===== config.mk =====
export PLATFORM = sky130hd
export DESIGN_NAME = instr_window_seq
export DESIGN_NICKNAME = d
export VERILOG_FILES = /design/src/rtl/instr_window_pkg.sv /design/src/rtl/instr_window_chk.sv /design/src/rtl/word_fifo.sv /design/src/rtl/instr_window_seq.sv
export SDC_FILE = /design/constraint.sdc
export NUM_CORES = 1
export LEC_CHECK = 0
export ABC_AREA = 0
export CAP_MARGIN = 25
export CORE_MARGIN = 8
export CORE_UTILIZATION = 55
export DETAILED_ROUTE_END_ITERATION = 16
export GPL_TIMING_DRIVEN = 0
export MAX_ROUTING_LAYER = met4
export PLACE_DENSITY = 0.91
export SYNTH_ARGS = -nofsm -noshare
export SYNTH_HDL_FRONTEND = slang
export SYNTH_SLANG_ARGS = --single-unit
export TNS_END_PERCENT = 30

===== constraint.sdc =====
create_clock -name i_clk -period 4.8 [get_ports i_clk]
set_input_delay 0.96 -clock i_clk [delete_from_list [all_inputs] [get_ports i_clk]]
set_output_delay 0.96 -clock i_clk [all_outputs]
set_load 0.01 [all_outputs]

===== src/rtl/instr_window_pkg.sv =====
// Shared types and helpers for the instruction window sequencer.
// Prefix detection lives here so every consumer agrees on the opcode.
package instr_window_pkg;

  localparam int ADDR_W = 64;
  localparam logic [5:0] PREFIX_OPCODE = 6'b100000;

  typedef enum logic {
    RUN  = 1'b0,
    HALT = 1'b1
  } seq_state_t;

  // What the head of the buffer (plus the word arriving now) can issue.
  typedef enum logic [1:0] {
    WIN_NONE   = 2'd0,
    WIN_SINGLE = 2'd1,
    WIN_PAIR   = 2'd2,
    WIN_FAULT  = 2'd3
  } win_kind_t;

  function automatic logic is_prefix(input logic [31:0] word);
    return (word[5:0] == PREFIX_OPCODE);
  endfunction

endpackage


===== src/rtl/instr_window_chk.sv =====
// Invariants of the sequencer's issue interface and buffer occupancy.
module instr_window_chk #(
  parameter int DEPTH = 4,
  localparam int CNT_W = $clog2(DEPTH) + 1
) (
  input logic             clk,
  input logic             rst,
  input logic             redirect,
  input logic             id_ready,
  input logic             id_en,
  input logic [63:0]      id_instr,
  input logic [63:0]      id_addr,
  input logic             id_prefixed,
  input logic             align_fault,
  input logic [CNT_W-1:0] count
);

  localparam logic [CNT_W-1:0] DEPTH_CNT = CNT_W'(DEPTH);

  a_count_bound: assert property (@(posedge clk) disable iff (rst) count <= DEPTH_CNT);

  a_fault_is_prefix: assert property (@(posedge clk) disable iff (rst)
    align_fault |-> id_prefixed);

  a_hold_stable: assert property (@(posedge clk) disable iff (rst)
    (id_en && !id_ready && !redirect) |=> (id_en && $stable(id_instr) && $stable(id_addr)));

endmodule


===== src/rtl/word_fifo.sv =====
// Circular word buffer with single push and pop of one or two entries.
// A pop may consume the word being pushed in the same cycle.
module word_fifo #(
  parameter int DEPTH = 4,
  parameter int WIDTH = 32,
  localparam int PTR_W = $clog2(DEPTH),
  localparam int CNT_W = $clog2(DEPTH) + 1
) (
  input  logic             clk,
  input  logic             rst,
  input  logic             clr,
  input  logic             push,
  input  logic [WIDTH-1:0] push_data,
  input  logic             pop_one,
  input  logic             pop_two,
  output logic [WIDTH-1:0] head,
  output logic [WIDTH-1:0] head_next,
  output logic [CNT_W-1:0] count
);

  logic [WIDTH-1:0] mem [DEPTH];
  logic [PTR_W-1:0] rd_ptr;
  logic [PTR_W-1:0] wr_ptr;
  logic [CNT_W-1:0] pop_cnt;

  // Number of entries leaving the buffer this cycle.
  always_comb begin
    pop_cnt = '0;
    if (pop_two) begin
      pop_cnt = CNT_W'(2);
    end else if (pop_one) begin
      pop_cnt = CNT_W'(1);
    end else begin
      pop_cnt = '0;
    end
  end

  // Pointer and occupancy bookkeeping; DEPTH is a power of two so pointers wrap freely.
  always_ff @(posedge clk) begin
    if (rst || clr) begin
      rd_ptr <= '0;
      wr_ptr <= '0;
      count  <= '0;
    end else begin
      if (push) begin
        wr_ptr <= wr_ptr + PTR_W'(1);
      end
      rd_ptr <= rd_ptr + pop_cnt[PTR_W-1:0];
      count  <= count + CNT_W'(push) - pop_cnt;
    end
  end

  // Storage array.
  always_ff @(posedge clk) begin
    if (push) begin
      mem[wr_ptr] <= push_data;
    end
  end

  assign head      = mem[rd_ptr];
  assign head_next = mem[rd_ptr + PTR_W'(1)];

endmodule


===== src/rtl/instr_window_seq.sv =====
// Instruction window sequencer: buffers fetch words and issues 64-bit windows
// (single word or prefix+suffix) with address tracking and boundary-fault halt.
module instr_window_seq
  import instr_window_pkg::*;
#(
  parameter int          DEPTH      = 4,
  parameter logic [63:0] RESET_ADDR = 64'h0
) (
  input  logic        i_clk,
  input  logic        i_rst,
  input  logic        i_word_valid,
  input  logic [31:0] i_word,
  output logic        o_word_ready,
  input  logic        i_redirect,
  input  logic [63:0] i_redirect_addr,
  output logic        o_id_en,
  output logic [63:0] o_id_instr,
  output logic [63:0] o_id_addr,
  output logic        o_id_prefixed,
  output logic        o_align_fault,
  input  logic        i_id_ready
);

  localparam int CNT_W = $clog2(DEPTH) + 1;
  localparam logic [CNT_W-1:0] DEPTH_CNT = CNT_W'(DEPTH);
  localparam logic [CNT_W-1:0] ONE_CNT   = CNT_W'(1);
  localparam logic [CNT_W-1:0] TWO_CNT   = CNT_W'(2);

  seq_state_t         state;
  seq_state_t         state_next;
  win_kind_t          kind;
  logic [ADDR_W-1:0]  addr;
  logic [CNT_W-1:0]   count;
  logic [31:0]        fifo_head;
  logic [31:0]        fifo_next;
  logic [31:0]        win_head;
  logic [31:0]        win_next;
  logic               push;
  logic               pop_one;
  logic               pop_two;
  logic               has_one;
  logic               has_two;
  logic               out_free;
  logic               load;
  logic               unused_addr_bits;

  assign unused_addr_bits = ^i_redirect_addr[1:0];

  assign o_word_ready = (count < DEPTH_CNT) && (state == RUN) && !i_redirect;
  assign push         = i_word_valid && o_word_ready;
  assign out_free     = !o_id_en || i_id_ready;

  word_fifo #(
    .DEPTH (DEPTH),
    .WIDTH (32)
  ) u_fifo (
    .clk       (i_clk),
    .rst       (i_rst),
    .clr       (i_redirect),
    .push      (push),
    .push_data (i_word),
    .pop_one   (pop_one),
    .pop_two   (pop_two),
    .head      (fifo_head),
    .head_next (fifo_next),
    .count     (count)
  );

  // Window view includes the word arriving this cycle, so an empty buffer adds no latency.
  always_comb begin
    has_one  = (count != '0) || push;
    has_two  = (count >= TWO_CNT) || ((count == ONE_CNT) && push);
    win_head = (count != '0) ? fifo_head : i_word;
    win_next = (count >= TWO_CNT) ? fifo_next : i_word;
    kind     = WIN_NONE;
    if (!has_one) begin
      kind = WIN_NONE;
    end else if (!is_prefix(win_head)) begin
      kind = WIN_SINGLE;
    end else if (addr[5:2] == 4'hF) begin
      kind = WIN_FAULT;
    end else if (has_two) begin
      kind = WIN_PAIR;
    end else begin
      kind = WIN_NONE;
    end
  end

  // Sequencer state register.
  always_ff @(posedge i_clk) begin
    if (i_rst) begin
      state <= RUN;
    end else begin
      state <= state_next;
    end
  end

  // Next state and load/pop decisions.
  always_comb begin
    state_next = state;
    load       = 1'b0;
    case (state)
      RUN: begin
        if (i_redirect) begin
          state_next = RUN;
        end else if (out_free && (kind != WIN_NONE)) begin
          load       = 1'b1;
          state_next = (kind == WIN_FAULT) ? HALT : RUN;
        end else begin
          state_next = RUN;
        end
      end
      HALT: begin
        if (i_redirect) begin
          state_next = RUN;
        end else begin
          state_next = HALT;
        end
      end
      default: begin
        state_next = RUN;
      end
    endcase
    pop_one = load && ((kind == WIN_SINGLE) || (kind == WIN_FAULT));
    pop_two = load && (kind == WIN_PAIR);
  end

  // Address counter and issue register; a redirect drops any held window.
  always_ff @(posedge i_clk) begin
    if (i_rst) begin
      addr          <= RESET_ADDR;
      o_id_en       <= 1'b0;
      o_id_instr    <= 64'h0;
      o_id_addr     <= RESET_ADDR;
      o_id_prefixed <= 1'b0;
      o_align_fault <= 1'b0;
    end else if (i_redirect) begin
      addr      <= {i_redirect_addr[63:2], 2'b00};
      o_id_en   <= 1'b0;
      o_id_addr <= {i_redirect_addr[63:2], 2'b00};
    end else if (load) begin
      o_id_en       <= 1'b1;
      o_id_addr     <= addr;
      o_id_prefixed <= (kind != WIN_SINGLE);
      o_align_fault <= (kind == WIN_FAULT);
      case (kind)
        WIN_SINGLE: begin
          o_id_instr <= {32'h0, win_head};
          addr       <= addr + 64'd4;
        end
        WIN_PAIR: begin
          o_id_instr <= {win_next, win_head};
          addr       <= addr + 64'd8;
        end
        WIN_FAULT: begin
          o_id_instr <= {32'h0, win_head};
        end
        default: begin
          o_id_instr <= o_id_instr;
        end
      endcase
    end else if (i_id_ready) begin
      o_id_en <= 1'b0;
    end
  end

  instr_window_chk #(
    .DEPTH (DEPTH)
  ) u_chk (
    .clk         (i_clk),
    .rst         (i_rst),
    .redirect    (i_redirect),
    .id_ready    (i_id_ready),
    .id_en       (o_id_en),
    .id_instr    (o_id_instr),
    .id_addr     (o_id_addr),
    .id_prefixed (o_id_prefixed),
    .align_fault (o_align_fault),
    .count       (count)
  );

endmodule


==> results of run 1 <==
through the flow:
step                      area [um2]  util (%)  TNS, ns  power (mW)  cells
final                          19400      70.2        0        7.70   2124
after global routing           19400      70.2        0        7.88   2124
after CTS                      19400      70.0        0        7.62   2119
after detailed placement       18200      65.5   -0.695        4.70   2058
after global placement         18100      65.5   -0.634        4.64   2058
after floorplan                15400         -        0        3.99   1452
kinds of logic (layout without fill, tap and decap cells):
logic type               after synthesis  in the layout  synth area share (%)
AND/OR/NAND/NOR                      561            561                  17.6
AO/OA/AOI/OAI                        317            317                  15.2
adder cells (fa/ha/maj)               10             10                 0.845
flip-flops                           327            327                  50.9
other                                  1              4                0.0244
multiplexers                          92             92                  11.3
buffers and inverters                129            421                  3.47
XOR/XNOR                              14             14                 0.797
area by class of cell:
cell class              count  area (um2)
fillers                  1880        8260
flip-flops and latches    327        7830
multi-input cells         996        7040
repair buffers            231        2330
clock buffers              46         988
well taps                 378         473
plain buffers             111         468
clock inverters            15         245
inverters                  18        67.6
diodes                      2        5.00
power by group through the flow:
| stage | combinational (mW) | sequential [mW] | clock (mW) |
|---|---|---|---|
| after global placement | 1.38 | 3.26 | 0 |
| after detailed placement | 1.44 | 3.27 | 0 |
| final | 1.53 | 3.23 | 2.94 |
| after CTS | 1.48 | 3.22 | 2.92 |
| after global routing | 1.60 | 3.24 | 3.04 |
| after floorplan | 0.709 | 3.28 | 0 |
flip-flops by register name (all words and copies together), names as in the netlist:
name and cells:
u_fifo.mem 128, o_id_instr 64, u_fifo.wr_ptr 2, o_id_addr 62
o_id_en 1, u_fifo.rd_ptr 2, state 1, addr 62
o_align_fault 1, o_id_prefixed 1, u_fifo.count 3
repair_timing:
| item | in CTS | in global routing |
|---|---|---|
| hold buffers | 0 | 0 |
| endpoints found under the setup margin | 0 | 2 |
| gates resized for setup | 0 | 3 |
per-layer routing:
metal  track usage, %  vias to the layer above
li1                 -                     6046
met1             40.1                     6858
met2             53.3                     1348
met3             7.64                      321
met4             19.1                        0
met5                -                        -
worst max path at each step:
stage / cells past startpoint / to / slack, ns / startpoint
floorplan: 14 / u_fifo.count[2] / 0.81 / i_redirect
global placement: 15 / u_fifo.count[2] / -0.42 / i_word_valid
detailed placement: 15 / u_fifo.count[2] / -0.46 / i_word_valid
CTS: 15 / u_fifo.count[2] / 0.06 / i_word_valid
global route: 15 / u_fifo.count[2] / 0.08 / i_redirect
finish: 15 / u_fifo.count[2] / 0.26 / i_word_valid
worst reg2reg max path: cells and delay by family (launching register included):
kind / cells / cell delay [ns]
XOR/XNOR: 2 / 0.33
flip-flops: 1 / 0.29
adder cells (fa/ha/maj): 2 / 0.73
AND/OR/NAND/NOR: 3 / 1.22
AO/OA/AOI/OAI: 2 / 0.45
buffers and inverters: 6 / 1.00
cell usage after synthesis (all sizes together), types with 10 or more instances:
cell type and n:
nand3 47, clkbuf 75, nand2 265, nand4 28
a31oi 36, o31a 24, and2 10, a22oi 16
a21boi 32, mux2i 26, o21ai 21, a21oi 45
mux4 64, xnor2 12, or3 15, and4 12
inv 17, a311oi 62, nor2 94, o21a 32
and3 16, nor4 16, dfxtp 199, edfxtp 128
nor3 24, buf 36
==> run summary, run 1 <==
==================================================================================
Reg-to-reg slack, setup                                                    0.65 ns
Min Clock Period, post-route                                               4.54 ns
Net switching share of the total power                                       29.4%
Number of antenna violations at the first check in global routing                2
Vias per inst                                                                 6.86
Number of maximum-capacitance constraint violations                              0
Status                                                                complete, no violations
Share of final-layout standard cells stronger than drive strength 1          9.92%
Initial cell density of the core                                             55.6%
Largest net degree at the start of global routing                               33
Number of nets at the end of the flow                                         1829
Half-perimeter wire length after detailed placement                        38.8 mm
Crit path arrival time                                                     4.95 ns
CP Max Fanout                                                                   10
Final ANT Viol Nets                                                              0
Commonest non-fill, non-tap cell in the layout                        sky130_fd_sc_hd__nand2_1
Crit path cell chain                                                  clkdlybuf4s50_1, or4b_1, inv_1, buf_2, o21ai_1, a21o_1, clkbuf_1, nor3_2, inv_1, ha_1, inv_1, fa_1, xor2_1, xnor2_1, nor2_1
Cell occurring most often along the worst timing path                 sky130_fd_sc_hd__inv_1
First-pass iteration count of the detailed router                                8
Sequential fraction of design power                                          41.9%
Post-synth top area share                                                    25.9%
Cell types occupying the most area after synthesis                    sky130_fd_sc_hd__dfxtp_1 26%, sky130_fd_sc_hd__edfxtp_1 25%, sky130_fd_sc_hd__mux4_2 9.1%, sky130_fd_sc_hd__nand2_1 6.5%, sky130_fd_sc_hd__a311oi_1 3.5%
Post-Syn Area per Cell                                                    10.6 um2
# port buffers                                                                 228
Die X-Extent                                                                183 um
Internal power consumption                                                 5.44 mW
Core region area                                                         27700 um2
M1 wire length                                                             19.9 mm
Length in cells of the worst reg-to-reg path                                    15
Worst setup path class                                                input port to flip-flop
Clock slew at reported path FFs                                            0.07 ns
Clock group share of total power                                             38.2%
Class of the tightest hold or removal check                           flip-flop to flip-flop
GRT Overall Usage                                                            34.0%
Capture point of the worst reg-to-reg path                            u_fifo.count[2]
Max VDD drop                                                              0.362 mV
Die Ht                                                                      183 um
Area of the die                                                          33600 um2
Routed length per placed instance                                          27.0 um
Length of routed met3 wiring                                               7.33 mm
Library cell occupying the most area in the post-synthesis netlist    sky130_fd_sc_hd__dfxtp_1
Routed wire length                                                         57.3 mm
Power density cells                                                     396 nW/um2
Clock tree root driver cell                                           sky130_fd_sc_hd__clkbuf_16
Hold-critical path endpoint                                           o_id_instr[38]
Number of H-tree levels                                                          2
Top layer in use                                                              met4
Crit path max-delay family                                            buffers and inverters
Maximum clock insertion buffer count                                             3
R2R Path Start                                                        u_fifo.count[2]
Fraction of synthesis flops using an asynchronous set or reset pin              0%
Via count of the first global-routing pass                                   14400
Met2 WL post-DR                                                            26.4 mm
Worst Hold Launch                                                     o_id_instr[38]
Setup repair after global routing missed its margin                          false
Setup skew after layout                                                  0.0330 ns
Residual DRC count                                                               0
Final weighted congestion in routability-driven placement                    0.984
Commonest non-fill, non-tap cells in the layout                       265 x sky130_fd_sc_hd__nand2_1, 228 x sky130_fd_sc_hd__clkdlybuf4s50_1, 199 x sky130_fd_sc_hd__dfxtp_1
Crit. End Element                                                        flip-flop
Worst hold slack after final layout                                       0.455 ns
Ys Warns                                                                         0
Clock sink count                                                               327
Clock buffer count from CTS                                                     34
Starting DRC count in detailed routing                                        2093
Wire length of the first global-routing pass                               85.5 mm
Setup bufs post-CTS                                                              0
Static leakage                                                             6.42 nW
Total via count after detailed routing                                       14600
Number of top-level pins                                                       233
FMAX                                                                       220 MHz
Cell Rows                                                                       61
Required arrival time at the worst endpoint                                5.21 ns
EDFF count, synth                                                              128
Setup crit start kind                                                   input port
Cell area after synthesis                                                15400 um2
Final number of hold-violating endpoints                                         0
Slew at the pin with the worst max-slew slack                              1.01 ns
GRT Residual Overflow                                                            0
Post-synthesis sequential area ratio                                         50.9%
Worst path slowest cell                                               sky130_fd_sc_hd__nor3_2
Clock tree from TritonCTS                                                      yes
Logic gate share of total power                                              19.9%
Final critical-path setup slack                                           0.258 ns
Setup Slack @ Placement                                                  -0.463 ns
Critical Path Max Stage Delay                                              0.55 ns
P_sw                                                                       2.26 mW
Final count of pins violating max slew                                           0
Count of endpoints failing setup in the final report                             0
Max-slew headroom                                                            32.8%
Signed area change from the synthesized netlist to the final layout          26.3%
Clock latency at the later pin of the worst-skew pair                      0.54 ns
Cell count of the worst hold path                                                2
Crit path buf inv count                                                          6
Flops & latches, synth                                                         327
Flip-flop cell with the highest count after synthesis                 sky130_fd_sc_hd__dfxtp_1
Fraction of the cycle the final worst path needs                             94.6%
Library cells used by synthesis                                                 78
Synthesized instance count                                                    1451
==================================================================================
(Power assumes the default switching activity.)
==> inputs of run 2 (changes only) <==
--- a/config.mk
+++ b/config.mk
@@ -9,10 +9,13 @@
 export CAP_MARGIN = 25
 export CORE_MARGIN = 8
 export CORE_UTILIZATION = 55
+export CTS_CLUSTER_SIZE = 14
 export DETAILED_ROUTE_END_ITERATION = 16
 export GPL_TIMING_DRIVEN = 0
 export MAX_ROUTING_LAYER = met4
 export PLACE_DENSITY = 0.91
+export SETUP_SLACK_MARGIN = 0.2
+export SKIP_CTS_REPAIR_TIMING = 1
 export SYNTH_ARGS = -nofsm -noshare
 export SYNTH_HDL_FRONTEND = slang
 export SYNTH_SLANG_ARGS = --single-unit
==> run summary, run 2 (synthesized netlist as in run 1, its figures left out) <==
==================================================================================
Largest register FFs                                                           128   unchanged
Crit. End Element                                                        flip-flop
Number of H-tree levels                                                          2   unchanged
Routed length per placed instance                                          26.4 um   -2.1%
Layout Cell Area excl Fill                                               19400 um2   -0.34%
Residual DRC count                                                               0   unchanged
Share of final-layout standard cells stronger than drive strength 1          9.86%   -0.057 points
CP Max Fanout                                                                   10   unchanged
Crit path cell chain                                                  clkdlybuf4s50_1, or4b_1, inv_1, buf_2, o21ai_1, a21o_1, clkbuf_1, nor3_2, inv_1, ha_1, inv_1, fa_1, xor2_1, xnor2_1, nor2_1
Crit path buf inv count                                                          6   unchanged
Crit path arrival time                                                     4.95 ns   about the same
Final critical-path setup slack                                           0.250 ns   -0.00765 ns
Clock latency at the later pin of the worst-skew pair                      0.53 ns   about the same
Biggest registers after layout                                        u_fifo.mem: 128 flops, o_id_instr: 64 flops
Clock buffer count from CTS                                                     34   unchanged
Number of maximum-capacitance constraint violations                              0   unchanged
Class of the tightest hold or removal check                           flip-flop to flip-flop
Total via count after detailed routing                                       14500   -0.38%
FMAX                                                                       220 MHz   -0.17%
Clock slew at reported path FFs                                            0.06 ns   about the same
Final count of pins violating max slew                                           0   unchanged
Worst hold slack after final layout                                       0.454 ns   -0.000622 ns
Clock sink count                                                               327   unchanged
Final number of hold-violating endpoints                                         0   unchanged
Worst path slowest cell                                               sky130_fd_sc_hd__or4b_1
Max VDD drop                                                              0.475 mV   +31%
Number of top-level pins                                                       233   unchanged
Maximum clock insertion buffer count                                             3   unchanged
Commonest non-fill, non-tap cell in the layout                        sky130_fd_sc_hd__nand2_1
Number of nets at the end of the flow                                         1829   unchanged
Fraction of the cycle the final worst path needs                             94.8%   +0.16 points
Largest net degree at the start of global routing                               33   unchanged
Via count of the first global-routing pass                                   14300   -0.47%
Worst setup path class                                                input port to flip-flop
Required arrival time at the worst endpoint                                5.20 ns   about the same
Area after detailed placement                                            18200 um2   unchanged
Routed wire length                                                         56.1 mm   -2.1%
Setup Slack @ Placement                                                  -0.463 ns   unchanged
Static leakage                                                             6.40 nW   -0.40%
Clock tree from TritonCTS                                                      yes
Max-slew headroom                                                            33.0%   +0.19 points
Core region area                                                         27700 um2   unchanged
Wire length of the first global-routing pass                               84.0 mm   -1.8%
Starting DRC count in detailed routing                                        1917   -8.4%
Vias per inst                                                                 6.83   -0.42%
Commonest non-fill, non-tap cells in the layout                       265 x sky130_fd_sc_hd__nand2_1, 228 x sky130_fd_sc_hd__clkdlybuf4s50_1, 199 x sky130_fd_sc_hd__dfxtp_1
Min Clock Period, post-route                                               4.55 ns   +0.00765 ns
Count of endpoints failing setup in the final report                             0   unchanged
Number of antenna violations at the first check in global routing                2   unchanged
Final ANT Viol Nets                                                              0   unchanged
# port buffers                                                                 228   unchanged
Cell Rows                                                                       61   unchanged
First-pass iteration count of the detailed router                                8   unchanged
Setup skew after layout                                                  0.0368 ns   +0.00385 ns
Power density cells                                                     389 nW/um2   -1.8%
Final weighted congestion in routability-driven placement                    0.984   unchanged
Final Total Pwr                                                            7.54 mW   -2.1%
GRT Residual Overflow                                                            0   unchanged
Signed area change from the synthesized netlist to the final layout          25.9%
Half-perimeter wire length after detailed placement                        38.8 mm   unchanged
Initial cell density of the core                                             55.6%   unchanged
GRT Overall Usage                                                            33.2%   -0.77 points
Die Ht                                                                      183 um   unchanged
Die X-Extent                                                                183 um   unchanged
Setup crit start kind                                                   input port
Crit path max-delay family                                            buffers and inverters
Area of the die                                                          33600 um2   unchanged
Cell occurring most often along the worst timing path                 sky130_fd_sc_hd__inv_1
Slew at the pin with the worst max-slew slack                              1.01 ns   -0.00279 ns
Most flops, register                                                    u_fifo.mem
Clock tree root driver cell                                           sky130_fd_sc_hd__clkbuf_16
Setup repair after global routing missed its margin                           true
Status                                                                complete, no violations
Setup_tns                                                                     0 ns   unchanged
Critical Path Max Stage Delay                                              0.58 ns   +0.03 ns
==================================================================================
[run 2: cell types whose count changed in the layout (fill, tap and decap cells not counted)]
| cell | previous run | this run |
|---|---|---|
| sky130_fd_sc_hd__clkinvlp_4 | 1 | 0 |
| sky130_fd_sc_hd__clkbuf_8 | 5 | 7 |
| sky130_fd_sc_hd__clkbuf_1 | 79 | 81 |
| sky130_fd_sc_hd__buf_8 | 3 | 1 |
| sky130_fd_sc_hd__bufinv_16 | 6 | 3 |
| sky130_fd_sc_hd__clkinv_1 | 2 | 1 |
| sky130_fd_sc_hd__clkinv_2 | 5 | 6 |
| sky130_fd_sc_hd__buf_6 | 3 | 5 |
| sky130_fd_sc_hd__diode_2 | 2 | 3 |
[run 2: final cells by class]
class | instances | area, um2
fillers | 1897 | 8330
flip-flops and latches | 327 | 7830
multi-input cells | 996 | 7040
repair buffers | 231 | 2320
clock buffers | 50 | 1020
well taps | 378 | 473
plain buffers | 111 | 468
clock inverters | 11 | 149
inverters | 18 | 67.6
diodes | 3 | 7.51
[run 2: routing by layer]
layer / wire (um) / global-route usage, % / share of wire, % / up-vias
met1: 19600 / 39.4 / 35 / 6849
met4: 3280 / 17.6 / 5.8 / 0
met3: 7170 / 7.36 / 13 / 301
met2: 26100 / 52.5 / 46 / 1317
li1: - / - / - / 6051
met5: 0 / - / 0 / -
[run 2: report_power, final]
group	switching (mW)	total, mW	internal (mW)	leakage, nW
combinational	0.926	1.52	0.590	3.01
sequential	0.160	3.23	3.07	2.80
clock	1.14	2.79	1.65	0.582
total	2.23	7.54	5.31	6.40
[run 2: per-stage QoR]
stage | util (%) | cells
6_report | 69.9 | 2125
2_1_floorplan | - | 1452
3_3_place_gp | 65.5 | 2058
3_5_place_dp | 65.5 | 2058
5_1_grt | 69.9 | 2124
4_1_cts | 69.8 | 2119
[run 2: worst paths after layout]
| check | start | end | slack [ns] | cells after the start |
|---|---|---|---|---|
| min | o_id_instr[38] | o_id_instr[38] | 0.45 | 2 |
| max reg2reg | u_fifo.count[2] | u_fifo.count[2] | 0.65 | 15 |
| min reg2reg | o_id_instr[38] | o_id_instr[38] | 0.45 | 2 |
| max | i_redirect | u_fifo.count[2] | 0.25 | 15 |
[run 2: worst reg2reg max path: cells and delay by family (launching register included)]
kind	cells	cell delay [ns]
adder cells (fa/ha/maj)	2	0.73
AO/OA/AOI/OAI	2	0.45
buffers and inverters	6	1.00
XOR/XNOR	2	0.33
flip-flops	1	0.29
AND/OR/NAND/NOR	3	1.23
